--- config.mk ---
export PLATFORM = sky130hd
export DESIGN_NAME = shift_sequencer
export DESIGN_NICKNAME = d
export VERILOG_FILES = /design/src/rtl/shift_pkg.sv /design/src/rtl/shift_seq_buf.sv /design/src/rtl/shift_sequencer.sv
export SDC_FILE = /design/constraint.sdc
export NUM_CORES = 1
export LEC_CHECK = 0
export ABC_AREA = 1
export CELL_PAD_IN_SITES_DETAIL_PLACEMENT = 0
export CELL_PAD_IN_SITES_GLOBAL_PLACEMENT = 1
export CORE_MARGIN = 3
export CORE_UTILIZATION = 40
export CTS_BUF_LIST = sky130_fd_sc_hd__clkbuf_4
export CTS_CLUSTER_SIZE = 30
export DETAILED_ROUTE_END_ITERATION = 8
export HOLD_SLACK_MARGIN = 0.03
export PLACE_DENSITY = 0.86
export SLEW_MARGIN = 40
export SYNTH_ARGS = -nofsm -noshare
export SYNTH_HDL_FRONTEND = slang
export SYNTH_SLANG_ARGS = --single-unit
--- constraint.sdc ---
create_clock -name CLK -period 2.05 [get_ports CLK]
set_clock_uncertainty 0.15 [all_clocks]
set_input_delay 0.41 -clock CLK [delete_from_list [all_inputs] [get_ports CLK]]
set_output_delay 0.41 -clock CLK [all_outputs]
set_load 0.1 [all_outputs]
--- src/rtl/shift_pkg.sv ---
// Shared types and constants for the shift-register load/shift sequencer.
package shift_pkg;
   typedef enum logic [1:0] {IDLE, LOAD, SHIFT, DONE} state_t;

   localparam int DEF_WIDTH = 4;
   localparam int CNT_W     = 8;
endpackage

--- src/rtl/shift_seq_buf.sv ---
// Word buffer for the sequencer: 2-entry FIFO with SHIFT_SEQUENCER_FIFO2_EN, else one holding register.
// Push and pop may coincide; full never blocks a push that lands on a pop.
module shift_seq_buf
   import shift_pkg::*;
#(
   parameter int W = DEF_WIDTH + 1
) (
   input  logic         clk,
   input  logic         rst,
   input  logic         push,
   input  logic         pop,
   input  logic [W-1:0] wr,
   output logic [W-1:0] head,
   output logic         full,
   output logic         empty,
   output logic         more
);

`ifdef SHIFT_SEQUENCER_FIFO2_EN
   logic [W-1:0] e0;
   logic [W-1:0] e1;
   logic [1:0]   cnt;

   always_ff @(posedge clk or posedge rst) begin
      if (rst) begin
         e0  <= '0;
         e1  <= '0;
         cnt <= 2'd0;
      end else begin
         case ({push, pop})
            2'b11: begin
               // count is unchanged; the pending entry moves up behind the new word
               if (cnt == 2'd2) begin
                  e0 <= e1;
                  e1 <= wr;
               end else begin
                  e0 <= wr;
               end
            end
            2'b10: begin
               if (cnt == 2'd0) e0 <= wr;
               else             e1 <= wr;
               cnt <= cnt + 2'd1;
            end
            2'b01: begin
               e0  <= e1;
               cnt <= cnt - 2'd1;
            end
            default: ;
         endcase
      end
   end

   assign head  = e0;
   assign full  = (cnt == 2'd2);
   assign empty = (cnt == 2'd0);
   assign more  = (cnt == 2'd2);
`else
   logic [W-1:0] e0;
   logic         vld;

   always_ff @(posedge clk or posedge rst) begin
      if (rst) begin
         e0  <= '0;
         vld <= 1'b0;
      end else if (push) begin
         e0  <= wr;
         vld <= 1'b1;
      end else if (pop) begin
         vld <= 1'b0;
      end
   end

   assign head  = e0;
   assign full  = vld;
   assign empty = ~vld;
   assign more  = 1'b0;
`endif

endmodule

--- src/rtl/shift_sequencer.sv ---
// Drives LD/SHFT/InP/InS of a right-shift register: LOAD 1 cycle, SHIFT SHIFT_COUNT cycles, DONE 1 cycle per word.
// Buffer depth set by SHIFT_SEQUENCER_FIFO2_EN; in_ready = not full, or the DONE cycle that frees a slot.
module shift_sequencer
   import shift_pkg::*;
#(
   parameter int WIDTH       = DEF_WIDTH,
   parameter int SHIFT_COUNT = 4
) (
   input  logic             CLK,
   input  logic             Clear,
   input  logic             in_valid,
   input  logic [WIDTH-1:0] in_data,
   input  logic             in_fill,
   output logic             in_ready,
   output logic             LD,
   output logic             SHFT,
   output logic [WIDTH-1:0] InP,
   output logic             InS,
   output logic             busy,
   output logic             done
);

   state_t             state;
   state_t             nxt;
   logic [CNT_W-1:0]   cnt;
   logic [WIDTH-1:0]   inp_q;
   logic [WIDTH:0]     head;
   logic               push;
   logic               pop;
   logic               full;
   logic               empty;
   logic               more;

   assign pop      = (state == DONE);
   assign in_ready = ~full | pop;
   assign push     = in_valid & in_ready;

   shift_seq_buf #(.W(WIDTH + 1)) u_buf (
      .clk   (CLK),
      .rst   (Clear),
      .push  (push),
      .pop   (pop),
      .wr    ({in_fill, in_data}),
      .head  (head),
      .full  (full),
      .empty (empty),
      .more  (more)
   );

   always_ff @(posedge CLK or posedge Clear) begin
      if (Clear) begin
         state <= IDLE;
         cnt   <= '0;
         inp_q <= '0;
      end else begin
         state <= nxt;
         if (state == LOAD)
            cnt <= CNT_W'(SHIFT_COUNT - 1);
         else if (state == SHIFT && cnt != '0)
            cnt <= cnt - 1'b1;
         if (state == LOAD)
            inp_q <= head[WIDTH-1:0];
      end
   end

   always_comb begin
      nxt  = state;
      LD   = 1'b0;
      SHFT = 1'b0;
      InP  = inp_q;
      InS  = 1'b0;
      busy = (state != IDLE);
      done = 1'b0;
      case (state)
         IDLE: begin
            if (!empty) nxt = LOAD;
         end
         LOAD: begin
            LD  = 1'b1;
            InP = head[WIDTH-1:0];
            nxt = SHIFT;
         end
         SHIFT: begin
            SHFT = 1'b1;
            InS  = head[WIDTH];
            if (cnt == '0) nxt = DONE;
         end
         DONE: begin
            done = 1'b1;
            // a word pushed in this same cycle counts as buffered
            nxt  = (more || push) ? LOAD : IDLE;
         end
         default: nxt = IDLE;
      endcase
   end

endmodule

# After elaboration in Yosys (flattened, before gate mapping)
# Index checks and enable logic that the tools add are counted.
# op_classes
n_addsub	1
mux	13
n_bitwise	3
eq_ne	5
reduce_logical	8
# ops
operator	n
2-to-1 mux 8 bit	2
zero test 8 bit	1
case mux 2 bit (4 select lines)	1
nonzero test 8 bit	1
subtractor 8 x 1 -> 8 bit (second input constant)	1
2-to-1 mux 1 bit	7
nonzero test 2 bit	3
equality test 2 bit (second input constant)	2
2-to-1 mux 2 bit	2
2-to-1 mux 4 bit	1
!= test 2 x 1 -> 1 bit (second input constant)	2
equality test 2 x 1 -> 1 bit (second input constant)	1
zero test 2 bit	1
AND reduction 2 bit	1
AND 1 bit	1
logical AND 1 bit	1
inverter 1 bit	1
OR 1 bit	1
# word_totals
output_inout_bits	10
elab_cells	35
regBits	20
input_bits	8

# Longest topological paths before layout
# logic_depth
ltp_word	5
ltp_mapped	8
depth_no_buf	8

# Hierarchy
# A second synthesis with hierarchy kept.
# hier_totals
hier_cells	144
area_unflattened_um2	1158.6
# modules_own_cells
mod	instances	area_per_inst_um2	cells_per_inst	seq_area_each_um2
shift_sequencer	1	918.4	115	350.3
shift_seq_buf	1	240.2	29	150.1

# Least setup slack after synthesis
# OpenSTA, ideal clock, no wires.
# synth_timing
kind	reg-to-output
from	register state[1]
to	output port InP[0]
path_slack_ns	-0.866
stages_incl_launch_ff	7
t_arrival_ns	2.356
required_time_ns	1.490
n_path_buf	1
cell_sequence	dfrtp_1 > inv_1 > ha_1 > inv_2 > clkbuf_1 > nand2_1 > nand2_1
# synth_between
elab_chain_len	2
# synth_lines
item	line	rtl
start: declaration	shift_sequencer.sv:23	state_t state;
start signal: assignment	shift_sequencer.sv:56	state <= nxt;
equality test 2 x 1 -> 1 bit	shift_sequencer.sv:74	case (state)
2-to-1 mux 4 bit	shift_sequencer.sv:74	
end: declaration	shift_sequencer.sv:17	output logic [WIDTH-1:0] InP,
# No other way between the ends.

# Worst setup path after layout
# layout_timing
from	register state[0]
to	output port in_ready
# layout_between
elab_chain_len	2
# layout_lines
item	line	rtl
equality test 2 bit	shift_sequencer.sv:34	assign pop = (state == DONE);
OR 1 bit	shift_sequencer.sv:35	assign in_ready = ~full | pop;
end: declaration	shift_sequencer.sv:14	output logic in_ready,
# No other way between the ends.

==> out/metrics.csv <==
metric;value;unit
layout_setup_ws;0.04301;ns
maxClockFrequency;498.3;MHz
area_growth;47.83;%
yosysWarnings;0;
htree_levels;1;
ys_top_cells_by_area;dfrtp_1 (46%), nand2_1 (18%), ha_1 (8.0%);
portBuffers;17;
report.final.slew_viol_count;0;
clk_latency;0.30;ns
die_height;58.29;um
numCtsBuffers;3;
grt_pass1_wl;4.119;mm
synth_cell_types;20;
outcome;finished clean;
wl_per_cell;12.52;um
synth_top_cell_by_area;dfrtp_1;
hold_path.class;input pin to asynchronous set/reset pin;
syn_nets;151;
synth_top_area_share;45.77;%
grt_pass1_vias;927;
clk_path_buf_depth;2;
cts_tree;done;
finalSetupViolations;0;
crit_required;1.49;ns
cts_root_buf;clkbuf_4;
wirelength;2.417;mm
synth_cells;136;
maxCapViolCount;0;
coreArea;0.002545;sq mm
numClockSinks;20;
postCtsHoldBufs;0;
overflow;0;
grt_max_degree;21;
final_layout_size_suffix_gt1_share;31.29;%
clk_pin_slew_worst_paths;0.12;ns
initial_core_util;42.97;%
synth_seq_cells;20;
final.period_utilization;97.90;%
nNetsFinal;179;
synth_common_cells;nand2_1 (53), dfrtp_1 (20), inv_1 (13);
synth-edff-count;0;
syn_area_per_cell;8.041;sq um
num_antenna_cells;0;
cp-start-kind;register;
ys.flop_type;dfrtp_1;
crit_arrival;1.45;ns
die_w;58.29;um
num_rows;18;
die-area;0.003397;sq mm
antenna_found_initial;0;
drc_errors;0;
ios;18;
place_ws;0.1884;ns
cp-end-kind;output pin;
place_congestion;0.8081;
grt_usage;15.87;%
dr.first_iter.drc_count;65;
synthesis.area;0.001094;sq mm
synth_most_common_cell;nand2_1;
hold_violations;0;
vias;966;
ant_nets;0;
synth-seq-area-share;45.77;%
min_period;2.007;ns
crit_type;register to output pin;
worstMarginPinSlew;0.2646;ns
path_max_fanout;4;
timing.slew.headroom;82.36;%
firstDrtPassIters;4;
viasPerCell;5.005;
synthArstFlopShare;100.0;%
dp.final_hpwl;1.832;mm
## placed cells by master, fill, tap and decap left out, types with 2 or more instances in the layout
cell type	Yosys	layout
nand2_1	53	41
dfrtp_1	20	18
nand3_1	12	12
inv_1	13	10
buf_12	0	10
nand2_2	2	8
buf_4	0	8
clkdlybuf4s50_1	0	7
nor2_1	6	6
nand4_1	6	6
nor2_4	4	4
ha_1	7	4
nand2_4	0	3
nand2_8	0	3
ha_4	0	3
clkbuf_4	0	3
clkinv_1	1	2
o21ai_2	2	2
o21ai_0	2	2
dfrtp_2	0	2
## routing by layer
layer	GRT usage [%]	share of wire, %
met1	17.92	41
met2	28.87	55
met3	2.450	3.2
met4	7.285	0.62
met5	0	0
## cell families after synthesis
kind of cell             synth area share, %
XOR/XNOR                              0.8011
flip-flops                             45.77
buffers and inverters                  5.949
adder cells (fa/ha/maj)                8.009
AO/OA/AOI/OAI                          3.891
AND/OR/NAND/NOR                        35.58
## worst max-delay path: stages, from the launching register on
cell	delay, ns
dfrtp_2	0.49
ha_4	0.20
or2_1	0.28
buf_12	0.18
## final timing paths
kind	start	to	slack [ns]	cells after the start
hold reg to reg	u_buf.head[0]	u_buf.head[0]	0.34	2
min in group CLK	u_buf.head[0]	u_buf.head[0]	0.34	2
setup / recovery	state[0]	in_ready	0.04	3
setup reg to reg	state[0]	u_buf.head[4]	0.38	6
max in group asynchronous	Clear	state[1]	1.24	3
hold / removal	Clear	cnt[5]	0.28	3
## per-stage QoR
| step | instance area [sq um] | setup TNS, ns | hold WS, ns | instances | utilization (%) |
|---|---|---|---|---|---|
| 6_report | 1617 | 0 | 0.2801 | 193 | 63.52 |
| 5_1_grt | 1617 | -0.001457 | 0.3086 | 193 | 63.52 |
| 4_1_cts | 1569 | 0 | 0.2830 | 191 | 61.65 |
| 3_5_place_dp | 1515 | 0 | 0.3182 | 184 | 59.54 |
| 3_3_place_gp | 1515 | 0 | 0.3120 | 184 | 59.54 |
| 2_1_floorplan | 1197 | -0.1457 | 0.2238 | 136 | - |
## area by class of cell
class	instances	area (sq um)
clock buffers	3	22.52
clock inverters	1	3.754
fillers	210	928.4
inverters	15	67.56
multi-input cells	99	651.9
flip-flops and latches	20	503.0
well taps	30	37.54
repair buffers	25	330.3
## state kept, by name, indices dropped and copies added, names as in the netlist
name        flops
cnt             8
inp_q           4
state           2
u_buf.full      1
u_buf.head      5
## what timing repair did
item / CTS / global route
pin swaps: 0 / 1
setup endpoints to repair: 7 / 6
gates resized for setup: 5 / 10
setup buffers: 3 / 2
Power is not shown: default switching activity piles up to over one toggle a cycle in this logic, so the estimate is an artifact.
